### src/rtl/audio_playback_ctrl_pkg.sv
// Shared definitions for the audio playback controller: controller states,
// sample word width and serializer phase constants.
package audio_playback_ctrl_pkg;

  localparam int WORD_W  = 16;
  localparam int PHASE_W = 4;

  localparam logic [PHASE_W-1:0] PHASE_LAST = 4'd15;
  // The serializer reports its word boundary one cycle after the word is loaded.
  localparam logic [PHASE_W-1:0] PHASE_SYNC = 4'd1;

  typedef enum logic [1:0] {
    ST_IDLE  = 2'd0,
    ST_PRIME = 2'd1,
    ST_PLAY  = 2'd2
  } state_t;

endpackage

### src/rtl/audio_playback_ctrl_if.sv
// Sample-memory read port and serializer port of the playback controller.
// The master side is the controller; the slave side is memory plus serializer.
interface audio_playback_ctrl_if
  import audio_playback_ctrl_pkg::*;
#(
  parameter int ADDR_W = 17
) ();

  logic [ADDR_W-1:0] mem_addr;
  logic              mem_rd_en;
  logic [WORD_W-1:0] mem_data_i;
  logic              ser_enable;
  logic [WORD_W-1:0] ser_data_o;
  logic              ser_done;

  modport master (
    output mem_addr, mem_rd_en, ser_enable, ser_data_o,
    input  mem_data_i, ser_done
  );

  modport slave (
    input  mem_addr, mem_rd_en, ser_enable, ser_data_o,
    output mem_data_i, ser_done
  );

endinterface

### src/rtl/playback_addr_gen.sv
// Address sequencing for the playback range: increment modulo 2^ADDR_W,
// end-of-range detection and wrap back to the range start when looping.
module playback_addr_gen #(
  parameter int ADDR_W = 17
) (
  input  logic [ADDR_W-1:0] cur_addr,
  input  logic [ADDR_W-1:0] start_addr,
  input  logic [ADDR_W-1:0] end_addr,
  input  logic              loop,
  output logic [ADDR_W-1:0] next_addr,
  output logic              has_next
);

  logic is_last;

  assign is_last   = (cur_addr == end_addr);
  assign has_next  = !is_last || loop;
  assign next_addr = is_last ? start_addr : cur_addr + ADDR_W'(1);

endmodule

### src/rtl/audio_playback_ctrl.sv
// Streams an inclusive range of 16-bit sample words from memory into a
// 16-cycle serializer, prefetching each next word while the current one plays.
module audio_playback_ctrl
  import audio_playback_ctrl_pkg::*;
#(
  parameter int ADDR_W = 17,
  parameter int RD_LAT = 1
) (
  input  logic                  clock,
  input  logic                  reset_n,
  input  logic                  play,
  input  logic                  stop,
  input  logic                  loop,
  input  logic [ADDR_W-1:0]     start_addr,
  input  logic [ADDR_W-1:0]     end_addr,
  audio_playback_ctrl_if.master bus,
  output logic                  busy,
  output logic                  play_done,
  output logic                  sync_err
);

  localparam logic [PHASE_W-1:0] LAT = PHASE_W'(RD_LAT);

  state_t state, state_next;

  logic [ADDR_W-1:0]  start_q;
  logic [ADDR_W-1:0]  end_q;
  logic [ADDR_W-1:0]  mem_addr;
  logic               mem_rd_en;
  logic               ser_enable;
  logic [WORD_W-1:0]  ser_data;
  logic [WORD_W-1:0]  next_word;
  logic               have_next;
  logic [PHASE_W-1:0] phase;
  logic [PHASE_W-1:0] prime_cnt;
  logic               done_pulse;
  logic               err_flag;

  logic [ADDR_W-1:0]  gen_next_addr;
  logic               gen_has_next;

  logic accept, prime_done, word_end, finish, abort, fetch;

  // mem_addr always holds the most recently fetched word, so it drives the
  // sequencer directly at each fetch decision.
  playback_addr_gen #(
    .ADDR_W (ADDR_W)
  ) u_addr_gen (
    .cur_addr   (mem_addr),
    .start_addr (start_q),
    .end_addr   (end_q),
    .loop       (loop),
    .next_addr  (gen_next_addr),
    .has_next   (gen_has_next)
  );

  always_ff @(posedge clock or negedge reset_n) begin
    if (!reset_n) state <= ST_IDLE;
    else          state <= state_next;
  end

  always_comb begin
    state_next = state;
    accept     = 1'b0;
    prime_done = 1'b0;
    word_end   = 1'b0;
    finish     = 1'b0;
    abort      = 1'b0;
    unique case (state)
      ST_IDLE: begin
        if (play) begin
          accept     = 1'b1;
          state_next = ST_PRIME;
        end
      end
      ST_PRIME: begin
        if (stop) begin
          abort      = 1'b1;
          state_next = ST_IDLE;
        end else if (prime_cnt == LAT) begin
          prime_done = 1'b1;
          state_next = ST_PLAY;
        end
      end
      ST_PLAY: begin
        if (stop) begin
          abort      = 1'b1;
          state_next = ST_IDLE;
        end else if (phase == PHASE_LAST) begin
          if (have_next) begin
            word_end = 1'b1;
          end else begin
            finish     = 1'b1;
            state_next = ST_IDLE;
          end
        end
      end
      default: state_next = ST_IDLE;
    endcase
  end

  // Every edge that starts a new word is also the fetch decision for the word after it.
  assign fetch = prime_done || word_end;

  always_ff @(posedge clock or negedge reset_n) begin
    if (!reset_n) begin
      start_q    <= '0;
      end_q      <= '0;
      mem_addr   <= '0;
      mem_rd_en  <= 1'b0;
      ser_enable <= 1'b0;
      ser_data   <= '0;
      next_word  <= '0;
      have_next  <= 1'b0;
      phase      <= '0;
      prime_cnt  <= '0;
      done_pulse <= 1'b0;
      err_flag   <= 1'b0;
    end else begin
      mem_rd_en  <= 1'b0;
      done_pulse <= 1'b0;

      if (accept) begin
        start_q   <= start_addr;
        end_q     <= end_addr;
        mem_addr  <= start_addr;
        mem_rd_en <= 1'b1;
        prime_cnt <= '0;
      end

      if (state == ST_PRIME) prime_cnt <= prime_cnt + PHASE_W'(1);

      if (state == ST_PLAY) begin
        phase <= phase + PHASE_W'(1);
        if (have_next && (phase == LAT)) next_word <= bus.mem_data_i;
        if (bus.ser_done && (phase != PHASE_SYNC)) err_flag <= 1'b1;
      end

      if (fetch) begin
        have_next <= gen_has_next;
        if (gen_has_next) begin
          mem_addr  <= gen_next_addr;
          mem_rd_en <= 1'b1;
        end
      end

      if (prime_done) ser_data <= bus.mem_data_i;
      if (word_end)   ser_data <= next_word;
      if (fetch) begin
        ser_enable <= 1'b1;
        phase      <= '0;
      end

      if (finish || abort) begin
        ser_enable <= 1'b0;
        ser_data   <= '0;
        mem_rd_en  <= 1'b0;
        have_next  <= 1'b0;
        phase      <= '0;
      end
      if (finish) done_pulse <= 1'b1;
    end
  end

  assign bus.mem_addr   = mem_addr;
  assign bus.mem_rd_en  = mem_rd_en;
  assign bus.ser_enable = ser_enable;
  assign bus.ser_data_o = ser_data;

  assign busy      = (state != ST_IDLE);
  assign play_done = done_pulse;
  assign sync_err  = err_flag;

endmodule

### src/flat_wrapper.sv
// flat-port wrapper written by rule: the top's interface ports become plain ports
module audio_playback_ctrl_flat import audio_playback_ctrl_pkg::*;
#(
  parameter int ADDR_W = 17,
  parameter int RD_LAT = 1
)
  (clock, reset_n, play, stop, loop, start_addr, end_addr, busy, play_done, sync_err, bus_mem_addr, bus_mem_rd_en, bus_ser_enable, bus_ser_data_o, bus_mem_data_i, bus_ser_done);
  audio_playback_ctrl_if #(.ADDR_W(ADDR_W)) bus_i ();
  input  logic clock;
  input  logic reset_n;
  input  logic play;
  input  logic stop;
  input  logic loop;
  input  logic [ADDR_W-1:0] start_addr;
  input  logic [ADDR_W-1:0] end_addr;
  output logic busy;
  output logic play_done;
  output logic sync_err;
  output wire logic [$bits(bus_i.mem_addr)-1:0] bus_mem_addr;
  output wire logic [$bits(bus_i.mem_rd_en)-1:0] bus_mem_rd_en;
  output wire logic [$bits(bus_i.ser_enable)-1:0] bus_ser_enable;
  output wire logic [$bits(bus_i.ser_data_o)-1:0] bus_ser_data_o;
  input wire logic [$bits(bus_i.mem_data_i)-1:0] bus_mem_data_i;
  input wire logic [$bits(bus_i.ser_done)-1:0] bus_ser_done;
  assign bus_mem_addr = bus_i.mem_addr;
  assign bus_mem_rd_en = bus_i.mem_rd_en;
  assign bus_ser_enable = bus_i.ser_enable;
  assign bus_ser_data_o = bus_i.ser_data_o;
  assign bus_i.mem_data_i = bus_mem_data_i;
  assign bus_i.ser_done = bus_ser_done;
  audio_playback_ctrl #(.ADDR_W(ADDR_W), .RD_LAT(RD_LAT)) u_core (.clock(clock), .reset_n(reset_n), .play(play), .stop(stop), .loop(loop), .start_addr(start_addr), .end_addr(end_addr), .bus(bus_i), .busy(busy), .play_done(play_done), .sync_err(sync_err));
endmodule
### config.mk
export PLATFORM = sky130hd
export DESIGN_NAME = audio_playback_ctrl_flat
export DESIGN_NICKNAME = d
export VERILOG_FILES = /design/src/rtl/audio_playback_ctrl_pkg.sv /design/src/rtl/audio_playback_ctrl_if.sv /design/src/rtl/playback_addr_gen.sv /design/src/rtl/audio_playback_ctrl.sv /design/src/flat_wrapper.sv
export SDC_FILE = /design/constraint.sdc
export NUM_CORES = 1
export LEC_CHECK = 0
export CAP_MARGIN = 20
export CORE_ASPECT_RATIO = 0.5
export CORE_UTILIZATION = 40
export CTS_BUF_LIST = sky130_fd_sc_hd__clkbuf_4 sky130_fd_sc_hd__clkbuf_8 sky130_fd_sc_hd__clkbuf_16
export DETAILED_ROUTE_END_ITERATION = 7
export SYNTH_ARGS = -nofsm -noshare
export SYNTH_HDL_FRONTEND = slang
export SYNTH_SLANG_ARGS = --single-unit
### constraint.sdc
create_clock -name clock -period 2.35 [get_ports clock]
set_clock_uncertainty 0.15 [all_clocks]
set_input_delay 0.235 -clock clock [delete_from_list [all_inputs] [get_ports clock]]
set_output_delay 0.235 -clock clock [all_outputs]
set_load 0.1 [all_outputs]
==> out/qor.txt <==
# rows: 28
CP bufs+invs: 2
Vias/cell: 5.12
Antenna violations before repair: 0
Clock transition at path regs: 0.08 ns
Largest net degree at the start of global routing: 57
Worst Setup End Kind: register
Vias in the first global route: 3832
Fmax achieved: 458 MHz
Number of fill cells: 1137
Die area: 13100 µm²
Critical path depth: 8
Max VDD drop: 0.709 mV
Fin. max-slew vios: 0
Post-CTS sizing: 0
Drc violations: 0
Syn nets: 567
Critical R2R Launch: u_core.prime_cnt[1]$_DFFE_PN0P_
Static leakage: 2.91 nW
First DRT Iteration DRCs: 183
Top_reg_cell synth: dfrtp_1
DRT Pass-1 Iters: 4
Register area share after synthesis: 48.5%
Initial Util: 42.0%
Finished Layout Cells: 768
Clock root cell: clkbuf_16
Placer Congestion: 0.834
Htree depth: 3
Max Cap Viol: 0
Hold Vio Cnt, Final: 0
TNS Setup: 0 ns
Hold WC Path Type: primary input to register
FFs w/ async S/R, synth: 100%
Routed length per instance: 15.6 µm
Worst-path fanout max: 9
Post-cts hold buffer count: 1
CP required: 2.44 ns
Hold path start: end_addr[13]
Total Routing Usage GR: 19.3%
Slowest CP cell: dfrtp_1
HPWL after detailed placement: 8430 µm
First-pass GRT wire length: 19700 µm
Synth Cell Area: 5060 µm²
Mapped Avg Cell Area: 10.1 µm²
Share of the synthesized area in the top cell type: 48.5%
GRT Residual Overflow: 0
Nets: 662
Core box area: 12100 µm²
Largest stage delay, worst path: 0.42 ns
PwrDens: 1530 nW/µm²
Routed WL: 12000 µm
ANT cells: 0
Final setup fails: 0
Clock Path Buffers: 2
Fin crit period: 2.18 ns
Slew headroom: 57.3%
Critical path type: register to register
Worst path cell trace: inv_1, ha_1, or3b_1, nor2_1, nor2_2, a31o_1, buf_4, a221oi_1
Hold Path Depth: 3
TritonCTS clock tree: yes
Final period util: 92.9%
Post-CTS Setup Inserts: 0
CP startpoint kind: register
DP Cell Count: 751
Reg area: 2480 µm²
Synthesized flop and latch total: 98
Area grow syn2layout: 29.3%
RSZ-0062 raised after global routing: false
Reg2reg path depth: 8
Area contributors post-synth: dfrtp_1 (48%), nand2_1 (9.0%), a211oi_1 (4.6%)
Routed vias: 3932
Worst slew pin tran: 0.641 ns
Overall die width: 161 µm
Cell type with the largest total area after synthesis: dfrtp_1
Worst-skew pair later-pin latency: 0.35 ns
TritonCTS Buffers: 9
CP delay by family, top: simple AND/OR/NAND/NOR gates
Syn. warnings: 0
CTS Sinks: 98
Layout cells sized above 1: 22.7%
Gate Count Post-Synth: 503
Status: completed
Crit path DAT: 2.28 ns
Die Ht: 81.5 µm
IO buf count: 93
Post-synth EDFFs: 0
Unique masters post-synth: 50
DRT antenna net count: 0
Io pins: 94
Area of the multi-input gates: 2400 µm²
CP startpoint: u_core.prime_cnt[1]$_DFFE_PN0P_
[routing by layer]
layer,GRT usage (%),wire length [µm],vias up
met5,0,0,-
met4,3.96,93,0
met3,5.00,591,6
met2,30.8,5480,80
met1,26.6,5810,1911
li1,-,-,1935
[path summary, 6_finish.rpt]
path / to / slack, ns
worst max-delay path: u_core.bus.mem_addr[1]$_DFF_PN0_ / 0.17
worst max register to register: u_core.bus.mem_addr[1]$_DFF_PN0_ / 0.17
min in group asynchronous: u_core.state[0]$_DFFE_PN0P_ / 0.30
max in group asynchronous: u_core.bus.mem_addr[10]$_DFF_PN0_ / 1.14
worst min-delay path: u_core.end_q[13]$_DFFE_PN0P_ / 0.26
worst min register to register: u_core.sync_err$_DFFE_PN0P_ / 0.33
[area by class of cell]
class | instances | area share, %
clock inverters | 7 | 1.64
inverters | 9 | 0.574
repair buffers | 117 | 16.5
flip-flops and latches | 98 | 38.0
well taps | 165 | 3.15
multi-input cells | 363 | 36.7
clock buffers | 9 | 3.44
[power breakdown]
part | leakage, nW | internal, mW | total (mW) | switching (mW)
clock network | 0.161 | 0.869 | 1.61 | 0.741
registers | 1.24 | 2.46 | 3.20 | 0.736
logic | 1.51 | 1.57 | 5.18 | 3.61
[cells by family (layout without fill, tap and decap cells)]
group | count (synthesis) | count (layout) | synth area share [%]
simple gates | 204 | 204 | 17.9
flops | 98 | 98 | 48.5
compound gates | 81 | 81 | 13.7
buf+inv | 42 | 142 | 4.25
xor+xnor | 35 | 35 | 6.35
mux | 35 | 35 | 7.34
fa+ha+maj | 8 | 8 | 1.98
[state kept, by name (all words and copies together), names as in the netlist]
signal,count
u_core.prime_cnt,4
u_core.bus.ser_enable,1
u_core.play_done,1
u_core.have_next,1
u_core.sync_err,1
u_core.phase,4
u_core.state,2
u_core.bus.mem_addr,17
u_core.next_word,16
u_core.bus.mem_rd_en,1
u_core.start_q,17
u_core.end_q,17
u_core.bus.ser_data_o,16
[stage by stage]
step	power, mW	utilization, %	hold slack [ns]	cell area [µm²]	worst slack, ns
6_report	9.99	54.3	0.261	6540	0.167
5_1_grt	10.6	54.3	0.276	6540	0.0505
4_1_cts	10.1	54.3	0.254	6540	0.153
3_5_place_dp	8.45	51.5	0.159	6200	0.182
3_3_place_gp	8.39	51.5	0.150	6200	0.255
2_1_floorplan	7.13	-	-0.211	5120	0.00463
[cells in the final DEF, fill, tap and decap left out, types with 8 or more instances in the layout]
| master | Yosys | final |
|---|---|---|
| a211oi_1 | 31 | 31 |
| a21boi_0 | 16 | 16 |
| a221oi_2 | 11 | 11 |
| buf_4 | 2 | 57 |
| clkbuf_16 | 0 | 9 |
| clkdlybuf4s50_1 | 0 | 54 |
| dfrtp_1 | 98 | 82 |
| dfrtp_2 | 0 | 11 |
| ha_1 | 8 | 8 |
| mux2_2 | 17 | 17 |
| mux2i_1 | 18 | 18 |
| nand2_1 | 122 | 122 |
| nor2_1 | 29 | 27 |
| nor3_1 | 20 | 20 |
| xnor2_1 | 18 | 18 |
| xor2_1 | 15 | 15 |
[synthesized netlist by cell type, types with 2 or more instances]
library cell,instances
xnor2_2,2
buf_2,8
ha_1,8
clkbuf_1,15
dfrtp_1,98
a21boi_0,16
nor2b_1,3
nand2_1,122
xor2_1,15
buf_1,3
inv_1,8
a21oi_2,2
mux2i_1,18
nand3_1,6
buf_4,2
a21oi_1,2
o21ai_0,6
xnor2_1,18
nor3_1,20
buf_6,3
a221oi_2,11
nor2_1,29
a221oi_1,5
mux2_2,17
nand4_1,7
a211oi_1,31
nor4_1,5
[worst reg2reg max path: stages, from the launching register on]
cell and delay, ns:
dfrtp_1 0.42, inv_1 0.07, ha_1 0.12, or3b_1 0.41
nor2_1 0.15, nor2_2 0.08, a31o_1 0.21, buf_4 0.19
a221oi_1 0.28
No activity file was read; power rests on OpenSTA's default activity.
